--- config.mk ---
export PLATFORM = sky130hd
export DESIGN_NAME = cu_fsm_ctrl
export DESIGN_NICKNAME = d
export VERILOG_FILES = /design/src/rtl/otter_cu_pkg.sv /design/src/rtl/cu_dcdr_rv32i.sv /design/src/rtl/cu_fsm_ctrl.sv
export SDC_FILE = /design/constraint.sdc
export NUM_CORES = 1
export LEC_CHECK = 0
export CAP_MARGIN = 20
export CORE_UTILIZATION = 33
export DETAILED_ROUTE_END_ITERATION = 8
export DONT_BUFFER_PORTS = 1
export SKIP_LAST_GASP = 1
export SLEW_MARGIN = 20
export SYNTH_ARGS = -nofsm -noshare
export SYNTH_HDL_FRONTEND = slang
export SYNTH_SLANG_ARGS = --single-unit
--- constraint.sdc ---
create_clock -name CLK -period 2 [get_ports CLK]
set_clock_uncertainty 0.2 [all_clocks]
set_input_delay 0.1 -clock CLK [delete_from_list [all_inputs] [get_ports CLK]]
set_output_delay 0.1 -clock CLK [all_outputs]
set_load 0.05 [all_outputs]
--- src/rtl/otter_cu_pkg.sv ---
// Shared types and select encodings for the OTTER multicycle control unit.
package otter_cu_pkg;

  typedef enum logic [6:0] {
    OPC_LUI    = 7'b0110111,
    OPC_AUIPC  = 7'b0010111,
    OPC_JAL    = 7'b1101111,
    OPC_JALR   = 7'b1100111,
    OPC_BRANCH = 7'b1100011,
    OPC_LOAD   = 7'b0000011,
    OPC_STORE  = 7'b0100011,
    OPC_OP_IMM = 7'b0010011,
    OPC_OP     = 7'b0110011,
    OPC_SYSTEM = 7'b1110011
  } opcode_t;

  typedef enum logic [2:0] {
    BR_BEQ  = 3'b000,
    BR_BNE  = 3'b001,
    BR_BLT  = 3'b100,
    BR_BGE  = 3'b101,
    BR_BLTU = 3'b110,
    BR_BGEU = 3'b111
  } br_func3_t;

  typedef enum logic [2:0] {
    ST_INIT,
    ST_FETCH,
    ST_EXEC,
    ST_WB,
    ST_INTR
  } cu_state_t;

  localparam logic [2:0] PC_SRC_PC4    = 3'd0;
  localparam logic [2:0] PC_SRC_JALR   = 3'd1;
  localparam logic [2:0] PC_SRC_BRANCH = 3'd2;
  localparam logic [2:0] PC_SRC_JAL    = 3'd3;
  localparam logic [2:0] PC_SRC_MTVEC  = 3'd4;
  localparam logic [2:0] PC_SRC_MEPC   = 3'd5;

  localparam logic [1:0] WR_SEL_PC4 = 2'd0;
  localparam logic [1:0] WR_SEL_CSR = 2'd1;
  localparam logic [1:0] WR_SEL_MEM = 2'd2;
  localparam logic [1:0] WR_SEL_ALU = 2'd3;

  localparam logic [1:0] SRCB_RS2  = 2'd0;
  localparam logic [1:0] SRCB_IIMM = 2'd1;
  localparam logic [1:0] SRCB_SIMM = 2'd2;
  localparam logic [1:0] SRCB_PC   = 2'd3;

  localparam logic [2:0] F3_MRET  = 3'b000;
  localparam logic [2:0] F3_CSRRW = 3'b001;

  localparam logic [3:0] ALU_ADD = 4'b0000;
  localparam logic [3:0] ALU_LUI = 4'b1001;

endpackage

--- src/rtl/cu_dcdr_rv32i.sv ---
// Pure combinational RV32I decode: datapath selects, branch resolution and
// write-class flags. The FSM decides when any of these may take effect.
module cu_dcdr_rv32i
  import otter_cu_pkg::*;
(
  input  logic [6:0] opcode,
  input  logic       func7,
  input  logic [2:0] func3,
  input  logic       br_eq,
  input  logic       br_lt,
  input  logic       br_ltu,
  output logic [3:0] alu_fun,
  output logic       alu_srcA,
  output logic [1:0] alu_srcB,
  output logic [1:0] rf_wr_sel,
  output logic [2:0] pc_source,
  output logic       is_load,
  output logic       rf_wr,
  output logic       mem_wr,
  output logic       csr_wr,
  output logic       is_mret,
  output logic       illegal
);

  logic br_taken;

  always_comb begin
    br_taken = 1'b0;
    case (func3)
      BR_BEQ:  br_taken = br_eq;
      BR_BNE:  br_taken = !br_eq;
      BR_BLT:  br_taken = br_lt;
      BR_BGE:  br_taken = !br_lt;
      BR_BLTU: br_taken = br_ltu;
      BR_BGEU: br_taken = !br_ltu;
      default: br_taken = 1'b0;
    endcase
  end

  always_comb begin
    alu_fun   = ALU_ADD;
    alu_srcA  = 1'b0;
    alu_srcB  = SRCB_RS2;
    rf_wr_sel = WR_SEL_PC4;
    pc_source = PC_SRC_PC4;
    is_load   = 1'b0;
    rf_wr     = 1'b0;
    mem_wr    = 1'b0;
    csr_wr    = 1'b0;
    is_mret   = 1'b0;
    illegal   = 1'b0;
    case (opcode)
      OPC_LUI: begin
        alu_fun   = ALU_LUI;
        alu_srcA  = 1'b1;
        rf_wr_sel = WR_SEL_ALU;
        rf_wr     = 1'b1;
      end
      OPC_AUIPC: begin
        alu_srcA  = 1'b1;
        alu_srcB  = SRCB_PC;
        rf_wr_sel = WR_SEL_ALU;
        rf_wr     = 1'b1;
      end
      OPC_JAL: begin
        pc_source = PC_SRC_JAL;
        rf_wr     = 1'b1;
      end
      OPC_JALR: begin
        pc_source = PC_SRC_JALR;
        rf_wr     = 1'b1;
      end
      OPC_LOAD: begin
        alu_srcB  = SRCB_IIMM;
        rf_wr_sel = WR_SEL_MEM;
        is_load   = 1'b1;
      end
      OPC_STORE: begin
        alu_srcB = SRCB_SIMM;
        mem_wr   = 1'b1;
      end
      OPC_OP: begin
        alu_fun   = {func7, func3};
        rf_wr_sel = WR_SEL_ALU;
        rf_wr     = 1'b1;
      end
      OPC_OP_IMM: begin
        // bit30 is immediate data except for SRAI
        alu_fun   = {func7 & (func3 == 3'b101), func3};
        alu_srcB  = SRCB_IIMM;
        rf_wr_sel = WR_SEL_ALU;
        rf_wr     = 1'b1;
      end
      OPC_BRANCH: begin
        pc_source = br_taken ? PC_SRC_BRANCH : PC_SRC_PC4;
      end
      OPC_SYSTEM: begin
        if (func3 == F3_CSRRW) begin
          rf_wr_sel = WR_SEL_CSR;
          rf_wr     = 1'b1;
          csr_wr    = 1'b1;
        end else if (func3 == F3_MRET) begin
          pc_source = PC_SRC_MEPC;
          is_mret   = 1'b1;
        end
      end
      default: illegal = 1'b1;
    endcase
  end

endmodule

--- src/rtl/cu_fsm_ctrl.sv ---
// Multicycle OTTER control unit: fetch/execute/writeback sequencing, strobe
// gating by state and interrupt entry at instruction boundaries.
//  state    | meaning
//  ST_INIT  | one idle cycle after reset
//  ST_FETCH | instruction read
//  ST_EXEC  | execute; non-loads retire here
//  ST_WB    | load data wait (lat_cnt) then register writeback
//  ST_INTR  | interrupt entry, PC <- mtvec
module cu_fsm_ctrl
  import otter_cu_pkg::*;
#(
  parameter int MEM_LAT = 1,
  parameter bit INTR_EN = 1'b1
) (
  input  logic       CLK,
  input  logic       RST_N,
  input  logic [6:0] opcode,
  input  logic       func7,
  input  logic [2:0] func3,
  input  logic       br_eq,
  input  logic       br_lt,
  input  logic       br_ltu,
  input  logic       intr,
  input  logic       mie,
  output logic       mem_rden1,
  output logic       mem_rden2,
  output logic       mem_we2,
  output logic       pc_write,
  output logic       reg_write,
  output logic       csr_we,
  output logic       int_taken,
  output logic       mret_exec,
  output logic       illegal_op,
  output logic [3:0] alu_fun,
  output logic [2:0] pc_source,
  output logic       alu_srcA,
  output logic [1:0] alu_srcB,
  output logic [1:0] rf_wr_sel
);

  localparam logic [3:0] LAT_INIT = 4'(MEM_LAT - 1);

  cu_state_t  state;
  logic [3:0] lat_cnt;
  logic       take_intr;

  logic [3:0] dec_alu_fun;
  logic       dec_src_a;
  logic [1:0] dec_src_b;
  logic [1:0] dec_wr_sel;
  logic [2:0] dec_pc_src;
  logic       dec_load, dec_rf_wr, dec_mem_wr, dec_csr_wr, dec_mret, dec_illegal;

  cu_dcdr_rv32i u_dcdr (
    .opcode    (opcode),
    .func7     (func7),
    .func3     (func3),
    .br_eq     (br_eq),
    .br_lt     (br_lt),
    .br_ltu    (br_ltu),
    .alu_fun   (dec_alu_fun),
    .alu_srcA  (dec_src_a),
    .alu_srcB  (dec_src_b),
    .rf_wr_sel (dec_wr_sel),
    .pc_source (dec_pc_src),
    .is_load   (dec_load),
    .rf_wr     (dec_rf_wr),
    .mem_wr    (dec_mem_wr),
    .csr_wr    (dec_csr_wr),
    .is_mret   (dec_mret),
    .illegal   (dec_illegal)
  );

  assign take_intr = INTR_EN && intr && mie;

  always_ff @(posedge CLK or negedge RST_N) begin
    if (!RST_N) begin
      state   <= ST_INIT;
      lat_cnt <= '0;
    end else begin
      case (state)
        ST_INIT:  state <= ST_FETCH;
        ST_FETCH: state <= ST_EXEC;
        ST_EXEC: begin
          if (dec_load) begin
            state   <= ST_WB;
            lat_cnt <= LAT_INIT;
          end else begin
            state <= take_intr ? ST_INTR : ST_FETCH;
          end
        end
        ST_WB: begin
          if (lat_cnt != 4'd0) lat_cnt <= lat_cnt - 4'd1;
          else state <= take_intr ? ST_INTR : ST_FETCH;
        end
        ST_INTR:  state <= ST_FETCH;
        default:  state <= ST_INIT;
      endcase
    end
  end

  // Strobes are decoded from the state register so reset kills them at once
  always_comb begin
    mem_rden1  = 1'b0;
    mem_rden2  = 1'b0;
    mem_we2    = 1'b0;
    pc_write   = 1'b0;
    reg_write  = 1'b0;
    csr_we     = 1'b0;
    int_taken  = 1'b0;
    mret_exec  = 1'b0;
    illegal_op = 1'b0;
    alu_fun    = '0;
    pc_source  = PC_SRC_PC4;
    alu_srcA   = 1'b0;
    alu_srcB   = SRCB_RS2;
    rf_wr_sel  = WR_SEL_PC4;
    case (state)
      ST_FETCH: mem_rden1 = 1'b1;
      ST_EXEC: begin
        alu_fun   = dec_alu_fun;
        pc_source = dec_pc_src;
        alu_srcA  = dec_src_a;
        alu_srcB  = dec_src_b;
        rf_wr_sel = dec_wr_sel;
        if (dec_load) begin
          mem_rden2 = 1'b1;
        end else begin
          pc_write   = 1'b1;
          reg_write  = dec_rf_wr;
          mem_we2    = dec_mem_wr;
          csr_we     = dec_csr_wr;
          mret_exec  = dec_mret;
          illegal_op = dec_illegal;
        end
      end
      ST_WB: begin
        alu_fun   = dec_alu_fun;
        pc_source = dec_pc_src;
        alu_srcA  = dec_src_a;
        alu_srcB  = dec_src_b;
        rf_wr_sel = dec_wr_sel;
        if (lat_cnt == 4'd0) begin
          reg_write = 1'b1;
          pc_write  = 1'b1;
        end
      end
      ST_INTR: begin
        pc_write  = 1'b1;
        pc_source = PC_SRC_MTVEC;
        int_taken = 1'b1;
      end
      default: ;
    endcase
  end

endmodule
# == Word level (Yosys, flattened, before mapping) ==
# Cells that the tools add are included.
# classes
add_sub_neg,1
bitwise_logic,1
n_reduce_logical,17
n_mux,48
eq_ne,22
# ops
cell,n
"== test 7 bit, second input constant",4
two-way mux 1 bit,26
one-hot mux 3 bit (4 select lines),2
"== test 7 x 6 -> 1 bit, second input constant",3
"== test 3 bit, second input constant",5
two-way mux 3 bit,5
"== test 7 x 5 -> 1 bit, second input constant",2
two-way mux 4 bit,3
one-hot mux 2 bit (3 select lines),2
one-hot mux 4 bit (3 select lines),1
OR reduction 10 bit,1
one-hot mux 4 bit (2 select lines),1
OR reduction 2 bit,4
"== test 7 x 2 -> 1 bit, second input constant",1
"== test 3 x 1 -> 1 bit, second input constant",2
"== test 3 x 2 -> 1 bit, second input constant",2
logical NOT 3 bit,2
two-way mux 2 bit,3
"inequality test 2 bit, second input constant",3
one-hot mux 1 bit (6 select lines),1
one-hot mux 3 bit (2 select lines),1
OR reduction 6 bit,1
logical NOT 4 bit,1
one-hot mux 1 bit (2 select lines),2
9 further kinds,11
# totals
regBits,7
output_inout_bits,21

# == Logic depth before layout (Yosys ltp) ==
# Gate-level depths: netlist of run 1.
# depth
depth_word,6
mapped_depth,6

# == By module ==
# A second synthesis of run 1 with hierarchy kept.
# hier_totals
hier_cells,123
hier_area_um2,908.4
# by_module_without_submodules
mod,seq_area_each_um2,n_inst,area_each_um2,cells_each
cu_fsm_ctrl,175.2,1,563.0,70
cu_dcdr_rv32i,0.0,1,345.3,53

# == Worst setup path after synthesis of run 1 ==
# Ideal clock, no wire load.
# synth_timing
path_kind,input port to output port
startpoint,in opcode[2]
endpoint,out pc_source[1]
required_ns,1.700
cell_stages,5
arrival_time_ns,2.169
n_path_buf,1
setup_slack_ns,-0.469
path_cell_list,buf_2 inv_1 nor3_1 o2bb2a_1 a211oi_1
# synth_via
elab_chain_len,3
# synth_lines
element,line_no,text
"start, declared",cu_fsm_ctrl.sv:17,"input logic [6:0] opcode,"
== test 7 bit,cu_dcdr_rv32i.sv:52,case (opcode)
one-hot mux 3 bit (4 select lines) (*),cu_dcdr_rv32i.sv:52,
one-hot mux 3 bit (2 select lines) (*),cu_fsm_ctrl.sv:118,case (state)
"end, declared",cu_fsm_ctrl.sv:35,"output logic [2:0] pc_source,"
# Mark *: on every way between the ends. The rest lies on a longest branch, timed or not.

# == Worst setup path in the final report of run 1 ==
# layout_timing
startpoint,reg state[2]
endpoint,out alu_srcB[0]
# layout_via
elab_chain_len,3
# layout_lines
element,line_no,text
"start, declared",cu_fsm_ctrl.sv:43,cu_state_t state;
"start signal, assigned",cu_fsm_ctrl.sv:89,state <= take_intr ? ST_INTR : ST_FETCH;
"start signal, assigned",cu_fsm_ctrl.sv:94,else state <= take_intr ? ST_INTR : ST_FETCH;
== test 3 x 2 -> 1 bit,cu_fsm_ctrl.sv:118,
OR reduction 2 bit (no line) (*),-,
two-way mux 2 bit (*),cu_fsm_ctrl.sv:118,
"end, declared",cu_fsm_ctrl.sv:37,"output logic [1:0] alu_srcB,"
# Marks and branches as above.

==> summary.md, run 1 <==
| Metric | Value |
|---|---|
| Final-stage net count | `154` |
| Syn Area/Cell | `between 7 and 8 µm²` |
| Post-DP HPWL | `1680 µm` |
| Post-route DRC | `0` |
| Simple-gate share of the synthesized area | `43.9%` |
| Worst skew pair latency | `250 ps` |
| H-tree depth | `1` |
| Area grow syn2layout | `47.2%` |
| Max VDD drop | `0.000635 V` |
| Crit path required time | `1700 ps` |
| Starting Density | `34.8%` |
| Seq/Total Area, Yosys | `23.0%` |
| Post-Synth Adder-Cell Area | `under 10%` |
| Outcome | `finished, final reports clean` |
| Vias/cell | `approximately 5.5` |
| DRT Wirelength | `2130 µm` |
| CP Class | `register to output port` |
| Most common cell after layout, fill and taps aside | `buf_4` |
| DR vias | `887` |
| Longest Clk Path Bufs | `2` |
| Synth Area in Compound Gates | `18.4%` |
| Die Y | `50.1 µm` |
| Most frequent cells in the layout | `21 x buf_4, 13 x nor2_1, 7 x dfrtp_1` |
| MaxCap Viol Count | `0` |
| Clock Tree Root | `clkbuf_4` |
| Port bufs | `0` |
| Die X | `between 50 and 60 µm` |
| Finished Layout Cells | `161` |
| Slack of the worst reg-to-reg path | `250 ps` |
| Crit end category | `output port` |
| Slew @ Worst Pin | `549 ps` |
| Largest family of logic cells by synthesized area | `simple AND/OR/NAND/NOR gates` |
| Power Total | `1200 µW` |
| Row Count | `17` |
| DR pass1 iterations | `4` |
| Post-synth cell types | `40` |
| RSZ-0062 raised after global routing | `true` |
| Antenna Cells | `0` |
| DRT iter0 DRCs | `15` |
| Synth Register Bits | `7` |
| Global-route usage over all layers | `16.6%` |
| Synthesized cell area | `~760 µm²` |
| Global-route wire length before repair | `3240 µm` |
| WL/cell | `13.2 µm` |
| Worst r2r path cells | `6` |
| Share of post-route cells with drive strength above 1 | `35.3%` |
| Worst-path fanout max | `6` |
| Crit path time final | `1980 ps` |
| Cell leakage power | `0.000479 µW` |
| Remaining global-route overflow | `0` |
| Die area | `about 2500 µm²` |
| Hold path cells | `4` |
| CP startpoint kind | `register` |
| XOR/XNOR Fraction of Synth Area | `2.30%` |
| CTS tree | `done` |
| Core Region | `2190 µm²` |
| FMAX | `slightly above 0.5 GHz` |
| Inst Count DP | `152` |
| Largest net degree at the start of global routing | `11` |
| Clock-pin slew on the worst setup and hold paths | `50 ps` |
| Final Max Tran Viols | `0` |
| Placed Area | `1000 µm²` |
| Syn nets | `124` |
| Post-route clock period utilization | `between 90% and 100%` |
| Hold Fails Final Rpt | `0` |
| Worst hold path class | `primary input to register` |
| GPL Wtd Cong | `0.841` |
| Antenna viol nets, final | `0` |
| CTS Sinks | `7` |
| TritonCTS buffer count | `3` |
| Synth Instances | `104` |
| Final setup fails | `0` |
| Rel. slew slack | `between 60% and 70%` |
| Post-route cell area | `around 1100 µm²` |
| # IOs | `39` |
| Power density over the cells | `about 1100 nW/µm²` |
| Initial antenna violation count | `0` |
| Number of global-route vias before repair | `795` |
| Arrival @ worst endpoint | `1680 ps` |
| Yosys warns | `0` |
| Hold slack | `95.2 ps` |
| Mux contribution to synthesized area | `2.62%` |
==> repair_timing <==
| action | 4_1_cts | 5_1_grt |
|---|---|---|
| hold endpoints to repair | 9 | 0 |
| setup endpoints to repair | 15 | 13 |
| buffers inserted | 1 | 0 |
| pin swaps | 1 | 0 |
| hold buffers | 4 | 0 |
| resized for setup | 3 | 8 |
==> registers in the layout, indices dropped and copies added, names as in the netlist <==
| name | cells |
|---|---|
| lat_cnt | 4 |
| state | 3 |
==> report_power, final <==
group,total (µW),switching (µW),internal [µW]
Combinational,813,497,316
Clock,126,50.3,76.0
Sequential,263,52.5,210
Total,1200,599,603
==> final cells by class <==
type                       instances  area, µm²
multi-input combinational         86        614
inverter                           7       30.0
fill                             214       1070
clock buffer                       4       26.3
timing repair buffer              29        243
sequential                         7        175
tap                               28       35.0
==> logic make-up (layout without fill, tap and decap cells) <==
group,count (synthesis),count (layout)
compound gates,21,21
xor+xnor,2,2
fa+ha+maj,2,2
buf+inv,11,40
flops,7,7
mux,2,2
simple gates,59,59
==> routing by layer <==
layer	wire (µm)	track usage (%)	part of all wire (%)
met5	0	0	0
met4	8	4.29	0.38
met3	120	2.47	5.6
met2	1110	30.9	52
met1	890	19.3	42
==> final timing paths <==
| kind | startpoint | end |
|---|---|---|
| setup / recovery | state[2]$_DFFE_PN0P_ | alu_srcB[0] |
| hold / removal | opcode[2] | lat_cnt[0]$_DFFE_PN0P_ |
| setup reg to reg | lat_cnt[0]$_DFFE_PN0P_ | lat_cnt[3]$_DFFE_PN0P_ |
| hold reg to reg | lat_cnt[0]$_DFFE_PN0P_ | lat_cnt[0]$_DFFE_PN0P_ |
| max in group asynchronous | RST_N | lat_cnt[2]$_DFFE_PN0P_ |
| min in group asynchronous | RST_N | state[1]$_DFFE_PN0P_ |
==> Yosys cell counts <==
cell	n	share of area, %
inv_1	7	3.4
xor2_1	1	1.1
clkbuf_1	2	0.98
a211oi_1	1	0.98
ha_1	2	3.3
mux2i_1	2	2.6
a31o_2	1	1.1
nand2b_1	2	1.6
nand3b_1	4	3.9
nor3_1	8	5.2
a31oi_1	1	0.82
o21a_4	1	2.0
or4_1	2	2.0
o22ai_1	1	0.82
xnor2_1	1	1.1
buf_2	1	0.66
a21oi_1	5	3.3
dfrtp_1	7	23
or3_1	2	1.6
and3b_1	1	1.1
o21ai_1	1	0.66
and3_1	2	1.6
nor2b_1	3	2.5
buf_6	1	1.5
o21ai_0	5	3.3
nand4bb_1	1	1.5
nor3b_1	2	2.0
nor2_1	14	6.9
o2bb2a_1	1	1.3
nand4_1	4	3.3
nor4b_1	1	1.1
o31ai_1	1	0.98
a21boi_0	1	0.98
nand3_1	4	2.6
or3b_2	1	1.1
nand2_1	6	3.0
or4_4	1	1.5
o211ai_1	1	0.98
a32oi_1	1	1.1
nor4bb_1	1	1.3
==> per-stage QoR <==
| step | utilization [%] | setup WS [ps] | TNS (ps) |
|---|---|---|---|
| finish | 51.3 | 16.8 | 0 |
| global route | 51.3 | -30.7 | -104 |
| CTS | 49.6 | -31.5 | -80.2 |
| detailed placement | 45.7 | 42.9 | 0 |
| global placement | 45.7 | 102 | 0 |
| floorplan | - | -372 | -1520 |
==> worst max-delay path, cell delays in order, from the launching register on <==
cell,delay [ps]
dfrtp_1,430
nand2b_4,160
buf_4,150
or3_4,370
nor3_2,140
buf_6,180
Power figures use the tool's default switching activity.
==> run 2, diff against run 1 <==
--- a/config.mk
+++ b/config.mk
@@ -5,6 +5,7 @@
 export SDC_FILE = /design/constraint.sdc
 export NUM_CORES = 1
 export LEC_CHECK = 0
+export ABC_AREA = 1
 export CAP_MARGIN = 20
 export CORE_UTILIZATION = 33
 export DETAILED_ROUTE_END_ITERATION = 8
==> run 2 against run 1 <==
- first-iteration DRC count up 100%
- register-to-register slack got worse by 70 ps
- die area increased by 16%
- area after synthesis grew 17%
==> summary.md, run 2 <==
| Metric | Value |
|---|---|
| Outcome | `finished, final reports clean` |
| Area occupied by multi-input gates | `631 µm² (+2.6%)` |
| Mux contribution to synthesized area | `0% (-2.6 points)` |
| CP cell instances | `inv_1 > ha_1 > nand2_2 > nor2_4 > nor2_1 > nand3_1 > nand2_2 > clkinvlp_4` |
| Synth area leader | `dfrtp_1` |
| Worst skew pair latency | `250 ps (about the same)` |
| Yosys warns | `0 (unchanged)` |
| DRT Wirelength | `2370 µm (+12%)` |
| Most common cell after layout, fill and taps aside | `nand2_1` |
| Syn Area/Cell | `5.69 µm² (-22%)` |
| Largest net degree at the start of global routing | `13 (+2)` |
| Row Count | `18 (+1)` |
| Final setup fails | `0 (unchanged)` |
| Most frequent cells after synthesis | `41 x nand2_1, 20 x inv_1, 20 x nor2_1, 19 x nand3_1, 9 x nor3_1` |
| Crit path time final | `1880 ps (-104 ps)` |
| CP Class | `register to output port` |
| Placed Area | `1100 µm² (+9.4%)` |
| Synth Instances | `157 (+51%)` |
| Simple-gate share of the synthesized area | `59.8% (+16 points)` |
| DRT iter0 DRCs | `30 (+15)` |
| Post-route cell area | `1190 µm² (+6.0%)` |
| Arrival @ worst endpoint | `1580 ps (-100 ps)` |
| Critical Path Start | `lat_cnt[0]$_DFFE_PN0P_` |
| Global-route wire length before repair | `4010 µm (+24%)` |
| CTS tree | `done` |
| Crit path required time | `1700 ps (about the same)` |
| Final Max Tran Viols | `0 (unchanged)` |
| Longest Clk Path Bufs | `2 (unchanged)` |
| Hold slack | `146 ps (+50.7 ps)` |
| Share of post-route cells with drive strength above 1 | `26.8% (-8.6 points)` |
| Max VDD drop | `0.000721 V (+13%)` |
| Top flop regs | `lat_cnt (4), state (3)` |
| Port bufs | `0 (unchanged)` |
| TritonCTS buffer count | `3 (unchanged)` |
| Buf+Inv Stages, Crit Path | `2 (unchanged)` |
| Crit-path max cell delay | `370 ps (-60 ps)` |
| Number of global-route vias before repair | `992 (+25%)` |
| Top-count cell post-synth | `nand2_1` |
| Initial antenna violation count | `0 (unchanged)` |
| Register area | `175 µm² (unchanged)` |
| Hold path startpoint | `opcode[2]` |
| GPL Wtd Cong | `0.818 (-2.7%)` |
| Seq/Total Area, Yosys | `19.6% (-3.3 points)` |
| Top cell type's share of synthesized area | `19.6% (-3.3 points)` |
| Slew @ Worst Pin | `425 ps (-124 ps)` |
| Post-Synth Adder-Cell Area | `2.80% (-0.48 points)` |
| Final-stage net count | `204 (+32%)` |
| Synth area leaders | `dfrtp_1 20%, nand2_1 17%, nand3_1 11%` |
| Max FFs per register | `4 (unchanged)` |
| Top reg by flops | `lat_cnt` |
| Hold Fails Final Rpt | `0 (unchanged)` |
| Synthesized cell area | `893 µm² (+17%)` |
| Starting Density | `35.4% (+0.58 points)` |
| Main synth FF type | `dfrtp_1` |
| RR Startpoint | `state[2]$_DFFE_PN0P_` |
| Core Region | `2520 µm² (+15%)` |
| Die X | `54.0 µm (+7.9%)` |
| Worst Setup Slack, final | `120 ps (+104 ps)` |
| Slack of the worst reg-to-reg path | `180 ps (-70 ps)` |
| CTS Sinks | `7 (unchanged)` |
| Post-DP HPWL | `1970 µm (+17%)` |
| CP startpoint kind | `register` |
| Clock-pin slew on the worst setup and hold paths | `50 ps (about the same)` |
| Post-route clock period utilization | `94.0% (-5.2 points)` |
| Die Y | `54.0 µm (+7.9%)` |
| Global-route usage over all layers | `18.4% (+1.8 points)` |
| H-tree depth | `1 (unchanged)` |
| Largest family of logic cells by synthesized area | `simple AND/OR/NAND/NOR gates` |
| DR vias | `1,075 (+21%)` |
| Fillcell total | `274 (+28%)` |
| Finished Layout Cells | `213 (+32%)` |
| Synth Area in Compound Gates | `4.48% (-14 points)` |
| Vias/cell | `5.05 (-8.4%)` |
| Remaining global-route overflow | `0 (unchanged)` |
| Inst Count DP | `203 (+34%)` |
| Syn nets | `177 (+43%)` |
| Post-synth cell types | `20 (-50%)` |
| XOR/XNOR Fraction of Synth Area | `0.980% (-1.3 points)` |
| Synth Register Bits | `7 (unchanged)` |
| FMAX | `0.532 GHz (+5.5%)` |
| Number of synthesized flops with an enable pin | `0 (unchanged)` |
| Setup_tns | `0 ps (unchanged)` |
| Most frequent CP cell | `nand2_2` |
| WL/cell | `11.1 µm (-16%)` |
| Cell leakage power | `0.000596 µW (+24%)` |
| MaxCap Viol Count | `0 (unchanged)` |
| Worst slack, placed | `277 ps (+234 ps)` |
| Worst hold path class | `primary input to register` |
| DR pass1 iterations | `4 (unchanged)` |
| Rel. slew slack | `71.6% (+8.4 points)` |
| Most frequent cells in the layout | `39 x nand2_1, 19 x inv_1, 19 x nor2_1, 19 x nand3_1, 15 x buf_4` |
| Worst-path fanout max | `5 (-1)` |
| Antenna Cells | `0 (unchanged)` |
| Slowest stage cell, crit path | `dfrtp_1` |
| Crit end category | `output port` |
| Power density over the cells | `1010 nW/µm² (-5.3%)` |
| Post-route DRC | `0 (unchanged)` |
| Antenna viol nets, final | `0 (unchanged)` |
| CP delay by family, top | `simple AND/OR/NAND/NOR gates` |
| Area grow syn2layout | `33.3%` |
| Clock Tree Root | `clkbuf_4` |
| Die area | `2920 µm² (+16%)` |
| # IOs | `39 (unchanged)` |
| Asr flop ratio synth | `100% (unchanged)` |
[run 2: changes by cell type in the layout (fill, tap and decap cells not counted), moves of 6 or more]
cell,change
nand2_2,+6
inv_1,+13
nand2_1,+33
nor2_1,+6
inv_2,+8
buf_4,-6
nand3_1,+15
[run 2: area by class of cell]
cell class	count	area share, %
tap	30	3.15
inverter	28	9.14
sequential	7	14.7
clock buffer	4	2.21
multi-input combinational	121	52.9
timing repair buffer	23	17.9
[run 2: path summary, 6_finish.rpt]
kind,end,cells after the start
worst max register to register,state[1]$_DFFE_PN0P_,4
max in group asynchronous,state[2]$_DFFE_PN0P_,2
worst min-delay path,lat_cnt[2]$_DFFE_PN0P_,5
worst max-delay path,reg_write,8
worst min register to register,lat_cnt[0]$_DFFE_PN0P_,2
min in group asynchronous,lat_cnt[3]$_DFFE_PN0P_,2
[run 2: worst register-to-register path: cells and delay by family, from the launching register on]
family                 cells  cell delay (ps)
buffers and inverters      1              610
AND/OR/NAND/NOR            3              510
flip-flops                 1              440
[run 2: per-stage QoR]
step,power [µW],utilization [%]
after floorplan,847,-
after global placement,1050,43.5
after detailed placement,1060,43.5
after CTS,1210,47.0
after global routing,1320,47.2
final,1210,47.2
[run 2: metal layers]
layer  GRT usage, %  wire [µm]
met2           32.5       1160
met1           22.8       1070
met4           2.56         10
met5              0          0
met3           4.52        132
[run 2: power breakdown]
| group | internal (µW) | leakage [µW] | total, µW | switching, µW |
|---|---|---|---|---|
| Clock | 76.2 | 0.0000150 | 129 | 53.0 |
| Sequential | 191 | 0.0000908 | 247 | 56.6 |
| Combinational | 281 | 0.000490 | 831 | 550 |
[run 2: kinds of logic (layout without fill, tap and decap cells)]
group | count (synthesis) | after routing
xor gates and xnor gates | 1 | 1
AOI/OAI and AO/OA | 8 | 8
adders and majority gates | 2 | 2
DFF | 7 | 7
and+or+nand+nor | 110 | 110
buffers and inverters | 29 | 55
[run 2: repair_timing]
action,in CTS,in global routing
endpoints found under the setup margin,1,1
hold buffers,6,0
hold endpoints to repair,10,0
setup buffers,0,0
resized for setup,1,2
